<file path="src/rtl/tmr_voter_monitor.sv">
// Registered majority voter and health monitor for the SR/JK/T flip-flop trio.
// Each enabled sample is voted. Every source's disagreement is filtered by a run
// counter, and a sticky fault flag sets after PERSIST consecutive disagreements.
// The block also keeps a saturating disagreement count and a 4-state health summary.
//
//   state    | meaning
//   ---------+-----------------------------------------------------------
//   OK       | no fault flags, last sample agreed
//   SUSPECT  | no fault flags, last sample had a disagreeing source
//   DEGRADED | exactly one source flagged faulty
//   FAIL     | two or more sources flagged; vote frozen until clear/reset
module tmr_voter_monitor #(
  parameter int CNT_W   = 8,
  parameter int PERSIST = 3
) (
  input  logic             clk_i,
  input  logic             reset_i,
  input  logic             en_i,
  input  logic             clear_err_i,
  input  logic             q_sr_i,
  input  logic             q_jk_i,
  input  logic             q_t_i,
  output logic             q_vote_o,
  output logic             disagree_o,
  output logic             fault_sr_o,
  output logic             fault_jk_o,
  output logic             fault_t_o,
  output logic [CNT_W-1:0] err_count_o,
  output logic [1:0]       state_o
);

  localparam int RUN_W = (PERSIST < 1) ? 1 : $clog2(PERSIST + 1);
  // A run counter equal to this value means the current disagreement is the PERSIST-th.
  localparam logic [RUN_W-1:0] RUN_LAST = RUN_W'(PERSIST - 1);

  typedef enum logic [1:0] {
    ST_OK       = 2'd0,
    ST_SUSPECT  = 2'd1,
    ST_DEGRADED = 2'd2,
    ST_FAIL     = 2'd3
  } state_t;

  state_t           state_q, state_d;
  logic             vote_q, vote_d;
  logic             dis_q, dis_d;
  logic [2:0]       fault_q, fault_d;
  logic [RUN_W-1:0] run_q [3];
  logic [RUN_W-1:0] run_d [3];
  logic [CNT_W-1:0] cnt_q, cnt_d;

  logic [2:0] src;
  logic       maj;
  logic       dis_now;
  logic       fault_multi;
  logic       fault_any;

  // Bit 0 is SR, bit 1 is JK, bit 2 is T, matching fault_q.
  assign src     = {q_t_i, q_jk_i, q_sr_i};
  assign maj     = (q_sr_i & q_jk_i) | (q_sr_i & q_t_i) | (q_jk_i & q_t_i);
  assign dis_now = ~(&src) & (|src);

  // Next-state, vote and monitor bookkeeping for one sample.
  always_comb begin
    state_d     = state_q;
    vote_d      = vote_q;
    dis_d       = dis_q;
    fault_d     = fault_q;
    cnt_d       = cnt_q;
    run_d       = run_q;
    fault_multi = 1'b0;
    fault_any   = 1'b0;
    if (clear_err_i) begin
      state_d = ST_OK;
      dis_d   = 1'b0;
      fault_d = '0;
      cnt_d   = '0;
      for (int i = 0; i < 3; i++) run_d[i] = '0;
      if (en_i) vote_d = maj;
    end else if (en_i) begin
      dis_d = dis_now;
      if (dis_now && (cnt_q != '1)) cnt_d = cnt_q + 1'b1;
      // A flagged source's counter is frozen; the flag alone carries the verdict.
      for (int i = 0; i < 3; i++) begin
        if (!fault_q[i]) begin
          if (src[i] != maj) begin
            run_d[i] = run_q[i] + 1'b1;
            if (run_q[i] == RUN_LAST) fault_d[i] = 1'b1;
          end else begin
            run_d[i] = '0;
          end
        end
      end
      if (state_q != ST_FAIL) vote_d = maj;
      fault_multi = (fault_d[0] & fault_d[1]) | (fault_d[0] & fault_d[2]) |
                    (fault_d[1] & fault_d[2]);
      fault_any   = |fault_d;
      if ((state_q == ST_FAIL) || fault_multi) state_d = ST_FAIL;
      else if (fault_any)                      state_d = ST_DEGRADED;
      else if (dis_now)                        state_d = ST_SUSPECT;
      else                                     state_d = ST_OK;
    end
  end

  // State and monitor registers with synchronous reset.
  always_ff @(posedge clk_i) begin
    if (reset_i) begin
      state_q <= ST_OK;
      vote_q  <= 1'b0;
      dis_q   <= 1'b0;
      fault_q <= '0;
      cnt_q   <= '0;
      for (int i = 0; i < 3; i++) run_q[i] <= '0;
    end else begin
      state_q <= state_d;
      vote_q  <= vote_d;
      dis_q   <= dis_d;
      fault_q <= fault_d;
      cnt_q   <= cnt_d;
      for (int i = 0; i < 3; i++) run_q[i] <= run_d[i];
    end
  end

  assign q_vote_o    = vote_q;
  assign disagree_o  = dis_q;
  assign fault_sr_o  = fault_q[0];
  assign fault_jk_o  = fault_q[1];
  assign fault_t_o   = fault_q[2];
  assign err_count_o = cnt_q;
  assign state_o     = state_q;

endmodule

</file>
<file path="config.mk">
export PLATFORM = sky130hd
export DESIGN_NAME = tmr_voter_monitor
export DESIGN_NICKNAME = d
export VERILOG_FILES = /design/src/rtl/tmr_voter_monitor.sv
export SDC_FILE = /design/constraint.sdc
export NUM_CORES = 1
export LEC_CHECK = 0
export ABC_AREA = 1
export ABC_CLOCK_PERIOD_IN_PS = 1700
export BUFFER_PORTS_ARGS = -buffer_cell sky130_fd_sc_hd__buf_4
export CORE_MARGIN = 2
export CORE_UTILIZATION = 48
export CTS_CLUSTER_DIAMETER = 120
export DETAILED_ROUTE_END_ITERATION = 6
export PLACE_DENSITY = 0.73
export SLEW_MARGIN = 15
export SYNTH_ARGS = -nofsm -noshare
export SYNTH_HDL_FRONTEND = slang
export SYNTH_SLANG_ARGS = --single-unit
</file>
<file path="constraint.sdc">
create_clock -name clk_i -period 1.7 [get_ports clk_i]
set_clock_uncertainty 0.2 [all_clocks]
set_input_delay 0.34 -clock clk_i [delete_from_list [all_inputs] [get_ports clk_i]]
set_output_delay 0.34 -clock clk_i [all_outputs]
set_load 0.01 [all_outputs]
</file>
==> flow_metrics.py <==
metrics = {
    "grt": {
        "antenna_found_initial": 0,
        "grt_pass1_wl_um": 4420,
        "grt_max_degree": 13,
        "overflow": 0,
        "grt_usage": 0.219,
        "grt_pass1_vias": 1026,
    },
    "worst_setup_path": {
        "crit_chain": "ha_4, nand3_4, nor4_4, nor2_4, buf_6, o21ai_2, a21oi_2",
        "slowest_stage": "dfxtp_2",
        "crit_required_ns": 1.73,
        "cp_top_family": "simple AND/OR/NAND/NOR gates",
        "cp_num_buf_inv": 1,
        "crit_path_max_incr_delay_ns": 0.38,
        "r2r-end": "err_count_o[0]$_SDFFE_PP0P_",
        "arrival_ns": 1.72,
        "crit_type": "register to register",
        "ff2ff_path_depth": 7,
        "ff2ff_setup_slack_ns": 0.005,
        "start_kind": "register",
        "r2r-start": "err_count_o[1]$_SDFFE_PP0P_",
        "crit_fanout": 7,
        "endpoint_kind": "register",
    },
    "sta": {
        "hold_viol": 0,
        "whs_ns": 0.0821,
        "min_period_ns": 1.69,
        "slew_headroom": 0.696,
        "rsz0062_at_grt": "true",
        "setup_violations": 0,
        "fin_tns_setup_ns": 0,
        "finalCritPeriodShare": 0.997,
        "worst_pin_slew_ns": 0.455,
        "final-max-slew-violation-count": 0,
        "fmax_mhz": 590,
        "worst_slack_ns": 0.00510,
    },
    "die": {
        "coreArea_um2": 2250,
        "fp.dieH_um": 53.2,
        "ioPinCount": 22,
        "rows": 17,
        "start_util": 0.516,
        "dieArea_um2": 2830,
        "fp.dieW_um": 53.2,
    },
    "drt": {
        "first_pass_iters": 4,
        "drc_errors": 0,
        "ant_nets": 0,
        "routed_wl_um": 2720,
        "vias": 1100,
        "wl_per_cell_um": 12.4,
        "drtIter0Drc": 10,
        "via_per_inst": 5.00,
    },
    "power_and_ir_drop": {
        "intPower_mw": 0.655,
        "vdd_drop_max_mv": 0.693,
        "switching_share": 0.279,
        "power.share.clock": 0.281,
        "power.leakage_nw": 0.664,
        "p_per_area_nw_per_um2": 595,
        "p_comb_frac": 0.161,
        "pwr-share-seq": 0.558,
        "switching_power_mw": 0.254,
    },
    "synthesis": {
        "yosysSeqAreaShare": 0.361,
        "ys_top_cells_by_area": "dfxtp_1 (36%), nand2_1 (10%), inv_1 (6.5%), a21oi_2 (5.3%), nand3_1 (4.7%)",
        "synth_warnings": 0,
        "ys_types": 29,
        "syn_inst": 155,
        "synth_seq_cells": 21,
        "synth_top_area_cell": "dfxtp_1",
        "synthesis.nets": 166,
        "syn-mean-instance-area_um2": 7.51,
        "synth_top_area_frac": 0.361,
        "syn_area_um2": 1160,
    },
    "placed_design": {
        "port_buffers": 21,
        "dp_hpwl_um": 2010,
        "gp_congestion": 0.794,
        "post-place-ws_ns": -0.0382,
    },
    "job": {
        "max_cap_viol_count": 0,
    },
    "layout": {
        "postLayoutCoreUtil": 0.678,
        "diodes": 0,
        "area_delta_synth_final_pct": 31.3,
        "drive_above_1_share": 0.370,
        "layout.nets": 204,
    },
    "clock_network": {
        "numCtsBuffers": 3,
        "cts_tree": "built",
        "cts.htree.levels": 1,
        "clkLatencyLatePin_ns": 0.32,
        "cts-root-buf": "clkbuf_4",
        "clockBufferDepth": 2,
        "clkTransAtPathRegs_ns": 0.13,
        "cts_sinks": 21,
    },
    "worst_hold_path": {
        "min_from": "en_i",
        "hold_path_class": "input pin to register",
        "holdPathStages": 2,
        "hold_end": "state_o[1]$_SDFFE_PP0P_",
    },
    "outcome": {
        "status": "finished clean",
    },
}
-- area by class of cell --
cell class / count / area [um2]
Fill cell: 213 / 727
Multi-Input combinational cell: 109 / 672
Sequential cell: 21 / 423
Timing Repair Buffer: 35 / 277
Inverter: 23 / 93.8
Tap cell: 28 / 35.0
Clock buffer: 3 / 22.5
Clock inverter: 1 / 5.00
-- layout by cell type, fill, tap and decap left out --
master / n
clkbuf_4: 3
inv_2: 1
o21a_1: 1
dfxtp_2: 2
nor2_1: 13
inv_4: 1
nand3_2: 2
ha_1: 3
dlygate4sd3_1: 1
nor2_4: 2
a21oi_2: 7
xnor2_1: 1
o21ai_0: 5
nand4_1: 1
o21a_2: 1
buf_6: 3
o21ai_1: 1
nor4_4: 1
nand2_2: 8
dfxtp_1: 19
a21oi_1: 9
inv_1: 20
ha_4: 1
nand3_1: 8
a211oi_1: 4
clkinv_2: 1
o21ai_2: 2
inv_6: 1
nand2_1: 29
nor3_1: 1
nand3_4: 1
nor2_2: 3
xor2_1: 2
buf_4: 31
a2bb2oi_1: 2
a31oi_1: 1
-- Yosys cell counts --
cell       count
a211oi_1       4
a21oi_1        9
a21oi_2        7
a2bb2oi_1      2
a31oi_1        1
buf_2          1
buf_8          1
dfxtp_1       21
ha_1           4
inv_1         20
inv_2          1
inv_4          1
inv_6          1
nand2_1       31
nand2_2        6
nand3_1       11
nand4_1        1
nor2_1        14
nor2_2         2
nor2_4         2
nor3_1         1
nor4_4         1
o21a_1         1
o21a_2         1
o21ai_0        5
o21ai_1        1
o21ai_2        2
xnor2_1        1
xor2_1         2
-- logic make-up (layout without fill, tap and decap cells) --
group                    count (synthesis)  count (layout)  synth area share
AND/OR/NAND/NOR                         69              69             0.283
AO/OA/AOI/OAI                           33              33             0.192
buffers and inverters                   25              62            0.0978
flip-flops                              21              21             0.361
adder cells (fa/ha/maj)                  4               4            0.0430
XOR/XNOR                                 3               3            0.0226
-- power by group through the flow --
stage	Clock [mW]	Sequential (mW)	Combinational [mW]
floorplan	0	0.521	0.0754
global placement	0	0.517	0.125
detailed placement	0	0.517	0.129
CTS	0.259	0.506	0.138
global route	0.282	0.508	0.162
finish	0.255	0.507	0.146
-- through the flow --
step | cell area (um2) | instances | total power, mW
final | 1530 | 220 | 0.909
after global routing | 1530 | 220 | 0.953
after CTS | 1470 | 220 | 0.903
after detailed placement | 1410 | 212 | 0.646
after global placement | 1410 | 212 | 0.641
after floorplan | 1160 | 155 | 0.597
-- registers in the layout, indices dropped and copies added, names as in the netlist --
| signal | count |
|---|---|
| fault_q | 3 |
| err_count_o | 8 |
| disagree_o | 1 |
| q_vote_o | 1 |
| run_q | 6 |
| state_o | 2 |
-- routing by layer --
metal	global-route usage	vias up	part of all wire
met2	0.366	14	0.50
met3	0.0452	4	0.024
met1	0.268	501	0.46
met5	0	-	0
li1	-	581	-
met4	0.0940	0	0.012
-- worst max-delay path by stage --
stage	from	to	slack, ns	cells past startpoint
after floorplan	err_count_o[1]$_SDFFE_PP0P_	err_count_o[6]$_SDFFE_PP0P_	0.05	8
after global placement	q_sr_i	err_count_o[5]$_SDFFE_PP0P_	0.01	9
after detailed placement	q_t_i	err_count_o[4]$_SDFFE_PP0P_	-0.04	10
after CTS	err_count_o[1]$_SDFFE_PP0P_	err_count_o[0]$_SDFFE_PP0P_	0.01	7
after global routing	err_count_o[2]$_SDFFE_PP0P_	err_count_o[0]$_SDFFE_PP0P_	-0.05	6
final	err_count_o[1]$_SDFFE_PP0P_	err_count_o[0]$_SDFFE_PP0P_	0.005	7
-- what timing repair did --
action                     CTS  global route
setup endpoints to repair    1             5
hold endpoints to repair     1             0
resized for setup            0            13
hold buffers                 1             0
buffers inserted             3             0
pin swaps                    1             5
No activity file was read; power rests on OpenSTA's default activity.
